<file path="config.mk">
export PLATFORM = sky130hd
export DESIGN_NAME = suma_bcd_param
export DESIGN_NICKNAME = d
export VERILOG_FILES = /design/src/rtl/suma_bcd_param.sv
export SDC_FILE = /design/constraint.sdc
export NUM_CORES = 1
export LEC_CHECK = 0
export ABC_AREA = 1
export CAP_MARGIN = 10
export CELL_PAD_IN_SITES_DETAIL_PLACEMENT = 2
export CELL_PAD_IN_SITES_GLOBAL_PLACEMENT = 2
export CORE_MARGIN = 2
export CORE_UTILIZATION = 26
export CTS_CLUSTER_DIAMETER = 40
export DETAILED_ROUTE_END_ITERATION = 10
export HOLD_SLACK_MARGIN = 0.15
export PLACE_DENSITY = 0.83
export SLEW_MARGIN = 20
export SYNTH_ARGS = -nofsm -noshare
export SYNTH_HDL_FRONTEND = slang
export SYNTH_SLANG_ARGS = --single-unit
</file>
<file path="constraint.sdc">
create_clock -name clk -period 3.05 [get_ports clk]
set_input_delay 0.4575 -clock clk [delete_from_list [all_inputs] [get_ports clk]]
set_output_delay 0.4575 -clock clk [all_outputs]
set_load 0.05 [all_outputs]
</file>
<file path="src/rtl/suma_bcd_param.sv">
// BCD operand entry and digit-serial adder (A+B, LSD first) for the keypad calculator.
// Optional SUMA_BCD_ACUM_EN: guardar in FIN chains the result into operand A.
module suma_bcd_param #(
  parameter int unsigned DIGITS = 4
) (
  input  logic                  clk,
  input  logic                  rst,
  input  logic                  push,
  input  logic [3:0]            entrada,
  input  logic                  guardar,
  output logic [4*DIGITS-1:0]   numero,
  output logic [4*DIGITS-1:0]   numero_sv,
  output logic [4*DIGITS+3:0]   resultado,
  output logic                  ocupado,
  output logic                  listo,
  output logic                  desborde
);

  localparam int unsigned W  = 4 * DIGITS;
  localparam int unsigned CW = $clog2(DIGITS + 1);

  typedef enum logic [1:0] {ENT_A, ENT_B, SUMA, FIN} state_t;

  state_t          state_q;
  logic [W-1:0]    numero_q;
  logic [W-1:0]    numero_sv_q;
  logic [W+3:0]    resultado_q;
  logic [CW-1:0]   cnt_q;
  logic [CW-1:0]   idx_q;
  logic            carry_q;
  logic            ocupado_q;
  logic            listo_q;
  logic            desborde_q;
  logic            done_q;

  logic            digit_ok;
  logic            can_add;
  logic            last;
  logic [W-1:0]    numero_shl;
  logic [3:0]      a_dig;
  logic [3:0]      b_dig;
  logic [4:0]      sum5;
  logic [4:0]      sum_adj;
  logic            carry_d;
  logic [3:0]      dig;
  logic [W+3:0]    resultado_wr;

  always_comb begin
    digit_ok   = push && (entrada <= 4'd9);
    can_add    = digit_ok && (cnt_q < CW'(DIGITS));
    last       = (idx_q == CW'(DIGITS - 1));
    // Shift-left form avoids an empty slice when DIGITS == 1
    numero_shl = (numero_q << 4) | W'(entrada);

    a_dig = '0;
    b_dig = '0;
    for (int unsigned k = 0; k < DIGITS; k++) begin
      if (idx_q == CW'(k)) begin
        a_dig = numero_sv_q[4*k +: 4];
        b_dig = numero_q[4*k +: 4];
      end
    end

    sum5    = {1'b0, a_dig} + {1'b0, b_dig} + {4'b0, carry_q};
    sum_adj = sum5 + 5'd6;
    carry_d = (sum5 > 5'd9);
    dig     = carry_d ? sum_adj[3:0] : sum5[3:0];

    resultado_wr = resultado_q;
    for (int unsigned k = 0; k < DIGITS; k++) begin
      if (idx_q == CW'(k)) begin
        resultado_wr[4*k +: 4] = dig;
      end
    end
  end

  always_ff @(posedge clk) begin
    if (rst) begin
      state_q     <= ENT_A;
      numero_q    <= '0;
      numero_sv_q <= '0;
      resultado_q <= '0;
      cnt_q       <= '0;
      idx_q       <= '0;
      carry_q     <= 1'b0;
      ocupado_q   <= 1'b0;
      listo_q     <= 1'b0;
      desborde_q  <= 1'b0;
      done_q      <= 1'b0;
    end else begin
      // listo trails the final SUMA edge by one cycle
      listo_q <= done_q;
      done_q  <= 1'b0;
      case (state_q)
        ENT_A: begin
          if (guardar) begin
            numero_sv_q <= numero_q;
            numero_q    <= '0;
            cnt_q       <= '0;
            state_q     <= ENT_B;
          end else if (can_add) begin
            numero_q <= numero_shl;
            cnt_q    <= cnt_q + 1'b1;
          end
        end
        ENT_B: begin
          if (guardar) begin
            idx_q       <= '0;
            carry_q     <= 1'b0;
            resultado_q <= '0;
            desborde_q  <= 1'b0;
            ocupado_q   <= 1'b1;
            state_q     <= SUMA;
          end else if (can_add) begin
            numero_q <= numero_shl;
            cnt_q    <= cnt_q + 1'b1;
          end
        end
        SUMA: begin
          carry_q <= carry_d;
          idx_q   <= idx_q + 1'b1;
          if (last) begin
            resultado_q <= {3'b000, carry_d, resultado_wr[W-1:0]};
            desborde_q  <= carry_d;
            ocupado_q   <= 1'b0;
            done_q      <= 1'b1;
            state_q     <= FIN;
          end else begin
            resultado_q <= resultado_wr;
          end
        end
        FIN: begin
`ifdef SUMA_BCD_ACUM_EN
          if (guardar && !desborde_q) begin
            numero_sv_q <= resultado_q[W-1:0];
            numero_q    <= '0;
            cnt_q       <= '0;
            state_q     <= ENT_B;
          end else if (digit_ok) begin
            numero_q    <= W'(entrada);
            cnt_q       <= CW'(1);
            numero_sv_q <= '0;
            state_q     <= ENT_A;
          end
`else
          if (digit_ok) begin
            numero_q    <= W'(entrada);
            cnt_q       <= CW'(1);
            numero_sv_q <= '0;
            state_q     <= ENT_A;
          end
`endif
        end
        default: state_q <= ENT_A;
      endcase
    end
  end

  assign numero    = numero_q;
  assign numero_sv = numero_sv_q;
  assign resultado = resultado_q;
  assign ocupado   = ocupado_q;
  assign listo     = listo_q;
  assign desborde  = desborde_q;

endmodule
</file>
# After elaboration in Yosys (flattened, before gate mapping)
# Cells that the tools add are included.
[word_totals]
word_cells = 90
regBits = 65
output_inout_bits = 55
inputBits = 8
[op_classes]
n_lt_le_gt_ge = 3
reduce_logical = 13
bitwise_logic = 2
muxes = 44
n_addsub = 5
eq_ne = 11
[op_table]
columns = ["cell", "count"]
rows = [
  ["two-way mux 16 bit", 6],
  ["two-way mux 4 bit", 13],
  ["one-hot mux 16 bit (3 select lines)", 1],
  ["two-way mux 20 bit", 2],
  ["one-hot mux 20 bit (2 select lines)", 1],
  ["one-hot mux 16 bit (2 select lines)", 1],
  ["bitwise OR 16 x 4 -> 16 bit", 1],
  ["two-way mux 3 bit", 5],
  ["inequality test 2 bit (second input constant)", 5],
  ["one-hot mux 3 bit (3 select lines)", 1],
  ["AND reduction 3 bit", 3],
  ["two-way mux 2 bit", 4],
  ["one-hot mux 2 bit (4 select lines)", 1],
  ["adder 3 x 1 -> 3 bit (second input constant)", 2],
  ["equality test 3 x 2 -> 1 bit (second input constant)", 2],
  ["one-hot mux 1 bit (2 select lines)", 3],
  ["one-hot mux 3 bit (2 select lines)", 1],
  ["adder 4 x 4 -> 5 bit", 1],
  ["adder 5 x 1 -> 5 bit", 1],
  ["greater-than comparator 5 x 4 -> 1 bit (second input constant)", 1],
  ["two-way mux 1 bit", 5],
  ["adder 4 x 3 -> 4 bit (second input constant)", 1],
  ["equality test 2 bit (second input constant)", 2],
  ["less-or-equal comparator 4 bit (second input constant)", 1],
  ["other kinds (12)", 14],
]

# Longest topological paths before layout
# Gate-level depths: netlist of run 1.
[logic_depth]
ltp_word = 12
depth_mapped = 22
depth_no_buf = 22

# Worst setup path after synthesis of run 1
# OpenSTA, ideal clock, no wires.
[synth_path]
kind = "register to register"
startpoint = "register idx_q[0]"
endpoint = "register resultado_q[15] (netlist: resultado[15])"
required_ns = 2.925
stages_incl_launch_ff = 19
arrival_time_ns = 3.091
setup_ns = 0.125
synth_period_minus_slack_ns = 3.216
setup_slack_ns = -0.166
path_cell_list = "dfxtp_1 -> ha_1 -> ha_1 -> clkbuf_1 -> inv_1 -> nand3_1 -> o21ai_0 -> fa_1 -> fa_1 -> nand2_1 -> nand2_1 -> ha_1 -> nand2_1 -> a21boi_0 -> nand2_1 -> nand2_1 -> nand3_1 -> nand2_1 -> a21oi_1"
[synth_between]
elab_cells_between_ends = 20
cone_classes = "add/sub (3); order compare (1); eq/ne (3); mux (12); reduce/logical (1)"
[synth_lines]
columns = ["element", "line", "rtl"]
rows = [
  ["start, declared", "29", "logic [CW-1:0] idx_q;"],
  ["start signal, assigned", "121", "idx_q <= idx_q + 1'b1;"],
  ["equality test 3 x 2 -> 1 bit *", "-", ""],
  ["named net last", "38", "logic last;"],
  ["two-way mux 4 bit", "58", "if (idx_q == CW'(k)) begin"],
  ["adder 4 x 4 -> 5 bit", "64", "sum5 = {1'b0, a_dig} + {1'b0, b_dig} + {4'b0, carry_q};"],
  ["adder 5 x 1 -> 5 bit", "64", ""],
  ["adder 4 x 3 -> 4 bit or greater-than comparator 5 x 4 -> 1 bit (tied branches)", "65, 66", ""],
  ["two-way mux 4 bit", "67", "dig = carry_d ? sum_adj[3:0] : sum5[3:0];"],
  ["two-way mux 4 bit *", "71", "if (idx_q == CW'(k)) begin"],
  ["two-way mux 20 bit *", "122", "if (last) begin"],
  ["one-hot mux 20 bit (2 select lines) *", "94", "case (state_q)"],
  ["end signal, assigned", "123", "resultado_q <= {3'b000, carry_d, resultado_wr[W-1:0]};"],
  ["end signal, assigned", "129", "resultado_q <= resultado_wr;"],
  ["end, declared", "27", "logic [W+3:0] resultado_q;"],
]
# The timed path passes the listed nets; every way through them passes the cells marked *. The select of a mux whose other input is x is not followed.
# A chain may end at the register's enable or synchronous reset.

# Final worst setup path of run 1
[layout_path]
startpoint = "register idx_q[1]"
endpoint = "register resultado_q[9] (netlist: resultado[9])"
[layout_between]
elab_chain_cells = 12
elab_cells_between_ends = 20
cone_classes = "add/sub (3); order compare (1); eq/ne (3); mux (12); reduce/logical (1)"
[layout_lines]
columns = ["element", "line"]
rows = [
  ["zero test 3 bit", "58"],
  ["two-way mux 4 bit (4 in series)", "58"],
  ["adder 4 x 4 -> 5 bit", "64"],
  ["adder 5 x 1 -> 5 bit", "64"],
  ["adder 4 x 3 -> 4 bit or greater-than comparator 5 x 4 -> 1 bit (tied branches)", "65, 66"],
  ["two-way mux 4 bit", "67"],
  ["two-way mux 4 bit *", "71"],
  ["two-way mux 20 bit *", "122"],
  ["one-hot mux 20 bit (2 select lines) *", "94"],
]
# Mark *: on every way between the ends. The rest lies on a longest branch, timed or not. The select of a mux whose other input is x is not followed.

==> impl_results.md, run 1 <==
- WL final: 12.6 mm
- Slowest library cell on the worst path: fa_2
- IO buf count: 59
- Max clock buf depth: 2
- Vias: 3,213
- Largest net degree at the start of global routing: 28
- Die width: 112 um
- Vias in the first global route: 3,705
- Largest cells by area after synthesis: dfxtp_1, nand2_1, a21oi_1, ha_1, o21ai_0
- Initial antenna violation count: 0
- Clock root buffer: clkbuf_16
- Min-delay src: done_q
- CTS Buf Count: 9
- Crit-path cells: inv_4, ha_4, inv_4, nor2_4, inv_2, o22ai_2, nand2_1, nand3_2, o21ai_2, fa_2, fa_2, ha_4, nand2_2, a21boi_2, nand2_2, nand2_4, nand2_4, nand3_4, a21oi_2
- Post-DP HPWL: 8.33 mm
- DR WL/cell: 19.9 um
- Placer Congestion: 0.800
- # H-tree levels: 3
- Area leader, netlist: dfxtp_1
- Worst Path Required: 3320 ps
- Dpl cells: 606
- Worst EP arrival: 3470 ps
- Final period util: 1.05
- R2r setup slk: -150 ps
- First-pass GRT wire length: 20.3 mm
- Die ar.: 12,500 um2
- RSZ-0062 raised after global routing: yes
- Clk sinks: 61
- Via density: 5.09
- Worst setup margin: -151 ps
- Status: finished with violations
- Yosys warns: 0
- Clock Latency Late Sink: 350 ps
- Setup TNS: -1600 ps
- Setup-failing EPs final: 14
- FF+latch area: 1230 um2
- Largest family of logic cells by synthesized area: simple AND/OR/NAND/NOR gates
- Layout cells sized above 1: 0.256
- Post-Synthesis Cells: 399
- Startpoint types: register
- Area share of the largest cell type after synthesis: 0.403
- Hold Buf Count CTS: 0
- Worst hold-check path type: reg2reg
- Reg2reg start: idx_q[1]
- Worst R2R End: resultado[9]
- Top-level port count: 63
- Gr ovfl total: 0
- Fill cell count: 1,285
- Complex-gate fraction of the synthesized area: 0.202
- Max Clk Rate: 312 MHz
- Post-Synth Simple-Gate Area: 0.230
- Area Growth Syn to Fin: 49.4%
- Setup CP Type: reg2reg
- Slew Viols, Final: 0
- Nets: 508
- Mean area per synthesized cell: 7.59 um2
- Multi-input gate area: 1790 um2
- P_leak: 1.79 nW
- Initial Util: 0.266
- Clk slew on worst S/H paths: 60 ps
- Maxcap violations: 0
- Inserted Diodes: 0
- TritonRoute pass-1 iters: 4
- FF+latch count, synth: 61
- Die extent in y: 112 um
- Failing checks: negative setup slack
- Power Total: 4.60 mW
- Synthesized-area fraction occupied by xor and xnor cells: 0
- DRC viols: 0
- Site row count: 39
- Final Non-Filler Cells: 631
- Core area: 11,400 um2
- Iteration-0 DRC Markers: 123
- Final ANT Viol Nets: 0
- Register area share after synthesis: 0.403
- Final-report hold violation count: 0
- GRT Overall Usage: 0.209
- Worst slew pin tran: 819 ps
- CTS tree: yes
- WHS Path Cells: 2
- Slew Limit Headroom: 0.452
- Post-layout minimum cycle time: 3200 ps
- Pwr dens: 1020 nW/um2
- CP max FO: 5
- Worst Reg-to-Reg Cells: 19
- Crit end category: register
- Netlist cell types: 36
- Post-Syn Area: 3030 um2
- Mux contribution to synthesized area: 0
- Clock skew: 6.72 ps
- CP peak stage delay: 590 ps
- Worst vdd ir: 0.505 mV
- Hold Path End: listo
- Synth Area in Adders: 0.0752
-- cells in the mapped netlist (all sizes together) --
master,count
nand2,70
o211a,3
o211ai,3
or2,1
conb,1
dfxtp,61
o22ai,1
nor2,36
a211oi,6
nor3,9
a31oi,4
clkbuf,10
o2111ai,1
a21boi,1
buf,11
o221ai,1
nand4,16
ha,15
inv,40
a21oi,49
o21ai,36
fa,2
nand3,22
-- what timing repair did --
item,CTS,global route
setup buffers,8,2
pin swaps,19,12
gates resized for setup,63,16
setup endpoints to repair,14,14
-- metrics by stage --
stage	utilization	hold WS (ps)	worst slack (ps)	area, um2
2_1_floorplan	-	388	19.7	3050
3_3_place_gp	0.341	401	-2.27	3880
3_5_place_dp	0.341	404	-297	3880
4_1_cts	0.392	411	-91.9	4450
5_1_grt	0.398	449	-289	4520
6_report	0.398	411	-151	4520
-- metal layers --
metal	share of wire	wire length, um	GRT usage	up-vias
met5	0	0	0	-
met4	0.029	363	0.0840	0
met3	0.032	404	0.0468	23
met2	0.52	6530	0.374	71
met1	0.42	5270	0.242	1606
li1	-	-	-	1513
-- logic make-up after synthesis --
kind of cell	after synthesis
and+or+nand+nor	154
adders and majority gates	17
buffers and inverters	61
AOI/OAI and AO/OA	105
other	1
DFF	61
-- layout by cell type, fill, tap and decap left out, drive strengths merged, types with 9 or more instances in the layout --
cell type | synthesis | layout
nand2 | 70 | 70
buf | 11 | 33
nor3 | 9 | 9
clkdlybuf4s50 | 0 | 59
clkbuf | 10 | 13
dfxtp | 61 | 61
nor2 | 36 | 36
o21ai | 36 | 36
nand4 | 16 | 16
ha | 15 | 15
nand3 | 22 | 22
inv | 40 | 40
a21oi | 49 | 49
-- registers in the layout, summed over array words and instances, names as in the netlist --
name / flops
carry_q: 1
cnt_q: 3
done_q: 1
idx_q: 3
listo: 1
numero: 16
numero_sv: 16
ocupado: 1
resultado: 17
state_q: 2
-- how the worst max path moves through the flow --
stage                         from            end  slack [ps]  cells past startpoint
after floorplan           idx_q[0]  resultado[15]          20                     21
final                     idx_q[1]   resultado[9]        -150                     19
after detailed placement  idx_q[0]   resultado[9]        -300                     22
after global placement    idx_q[0]  resultado[15]          -2                     20
after CTS                 idx_q[1]   resultado[9]         -90                     20
after global routing      idx_q[1]   resultado[9]        -290                     19
-- where the power goes --
group	switching (mW)	internal [mW]	total, mW	leakage [nW]
clock	0.391	0.698	1.09	0.152
sequential	0.156	0.965	1.12	0.498
combinational	1.59	0.797	2.39	1.14
-- critical path: cells and delay by family, from the launching register on --
kind / cells / cell delay (ps)
fa+ha+maj: 4 / 1310
buf+inv: 3 / 170
simple gates: 8 / 780
flops: 1 / 330
compound gates: 4 / 500
-- layout make-up --
type | instances | area share
timing repair buffer | 92 | 0.188
inverter | 40 | 0.0365
clock inverter | 3 | 0.00941
multi-input combinational | 279 | 0.396
clock buffer | 13 | 0.0598
tap | 143 | 0.0396
sequential | 61 | 0.271
Power figures use the tool's default switching activity.
==> run 2: changes to the inputs <==
Settings changed: CORE_ASPECT_RATIO from default to 1.5, GPL_ROUTABILITY_DRIVEN from default to 0.
==> run 2 against run 1 <==
  * The run still ends with negative setup slack left
  * Count of clock-buffer cells in the layout fell by 2
  * Hold slack improved by 14 ps
  * Sequential share of layout area rose by 0.55 points
  * Largest cell class unchanged
  * Largest power group unchanged
  * Highest routed layer unchanged
==> impl_results.md, run 2 (synthesis results as in run 1) <==
- FF+latch area: 1230 um2
- Max Clk Rate: 304 MHz
- Post-layout minimum cycle time: 3290 ps
- Inserted Diodes: 0
- Placed cell area: 3870 um2
- Fill cell count: 1,309
- RSZ-0062 raised after global routing: yes
- CTS tree: yes
- Setup WS pre-CTS: -313 ps
- Worst hold-check path type: reg2reg
- Final ANT Viol Nets: 0
- Final period util: 1.08
- IO buf count: 59
- CTS Buf Count: 9
- Iteration-0 DRC Markers: 106
- Hold Slack: 424 ps
- Final-report hold violation count: 0
- Max clock buf depth: 2
- Worst slew pin tran: 810 ps
- CP max FO: 5
- Die width: 92.1 um
- Area Growth Syn to Fin: 46.7%
- Largest net degree at the start of global routing: 28
- Die extent in y: 136 um
- Clock Latency Late Sink: 340 ps
- Clock root buffer: clkbuf_16
- Setup-failing EPs final: 14
- Core area: 11,400 um2
- Pwr dens: 1010 nW/um2
- Clk sinks: 61
- Hold Buf Count CTS: 0
- Clk slew on worst S/H paths: 60 ps
- Slew Limit Headroom: 0.459
- Crit end category: register
- Setup CP Type: reg2reg
- DR WL/cell: 20.1 um
- Status: finished with violations
- Maxcap violations: 0
- Post-DP HPWL: 8.25 mm
- Worst vdd ir: 0.546 mV
- Final Non-Filler Cells: 631
- First-pass GRT wire length: 19.5 mm
- Commonest cells after routing, fill and taps aside: dfxtp_1, clkdlybuf4s50_1, nand2_1
- Worst setup margin: -239 ps
- Layout cells sized above 1: 0.233
- Max reg flops: 17
- Worst EP arrival: 3550 ps
- Power Total: 4.50 mW
- Clock skew: 8.86 ps
- Dpl cells: 610
- WL final: 12.7 mm
- # H-tree levels: 3
- Nets: 502
- Site row count: 48
- Post-route cell area: 4440 um2
- Top-level port count: 63
- Failing checks: negative setup slack
- DRC viols: 0
- GRT Overall Usage: 0.204
- Multi-input gate area: 1770 um2
- Worst Path Required: 3310 ps
- Slew Viols, Final: 0
- Die ar.: 12,500 um2
- Vias: 3,172
- Startpoint types: register
- TritonRoute pass-1 iters: 4
- Vias in the first global route: 3,588
- Via density: 5.03
- Initial antenna violation count: 0
- Gr ovfl total: 0
- Initial Util: 0.265
- P_leak: 1.76 nW
run 2: layout make-up:
cell class,instances,share of cell area
clock inverters,4,0.0107
repair buffers,86,0.179
well taps,150,0.0423
inverters,40,0.0361
flip-flops and latches,61,0.277
clock buffers,11,0.0569
multi-input cells,279,0.398
run 2: path summary, 6_finish.rpt:
path	start	end	slack, ps	depth (start not counted)
worst max-delay path	idx_q[1]	resultado[5]	-240	16
worst max register to register	idx_q[1]	resultado[5]	-240	16
worst min-delay path	done_q	listo	420	2
worst min register to register	done_q	listo	420	2
run 2: timing repair:
action / 4_1_cts / 5_1_grt
buffers inserted: 6 / 0
pin swaps: 13 / 18
resized for setup: 44 / 22
endpoints found under the setup margin: 14 / 14
run 2: layer usage:
metal | vias to the layer above | wire, um | track usage
li1 | 1497 | - | -
met1 | 1587 | 4740 | 0.201
met2 | 68 | 7270 | 0.406
met3 | 20 | 315 | 0.0360
met4 | 0 | 352 | 0.0945
met5 | - | 0 | 0
run 2: report_power, final:
part           total, mW  switching (mW)  internal (mW)
combinational       2.34            1.58          0.756
sequential          1.13           0.161          0.966
clock               1.04           0.369          0.669
total               4.50            2.11           2.39
run 2: stage by stage:
step / utilization / setup TNS [ps]
global route: 0.389 / -4240
detailed placement: 0.339 / -3800
CTS: 0.382 / -1520
finish: 0.389 / -2320
floorplan: - / 0
global placement: 0.339 / -223
run 2: critical path: stages (launching register included):
cell and delay [ps]:
dfxtp_4 380, buf_4 120, ha_1 140, ha_2 250, inv_1 130, nand3_1 110
o21ai_1 90, fa_2 370, fa_2 600, ha_4 160, nand2_2 40, a21boi_2 160
nand2_2 110, nand2_4 100, nand2_4 100, nand3_4 120, a21oi_2 210
==> run 3: changes to the inputs <==
Settings changed: ABC_CLOCK_PERIOD_IN_PS from default to 3050, CTS_CLUSTER_DIAMETER 40 to 50.
==> results of run 3 <==
The final DEF is identical to that of run 2; final timing and power are the same.
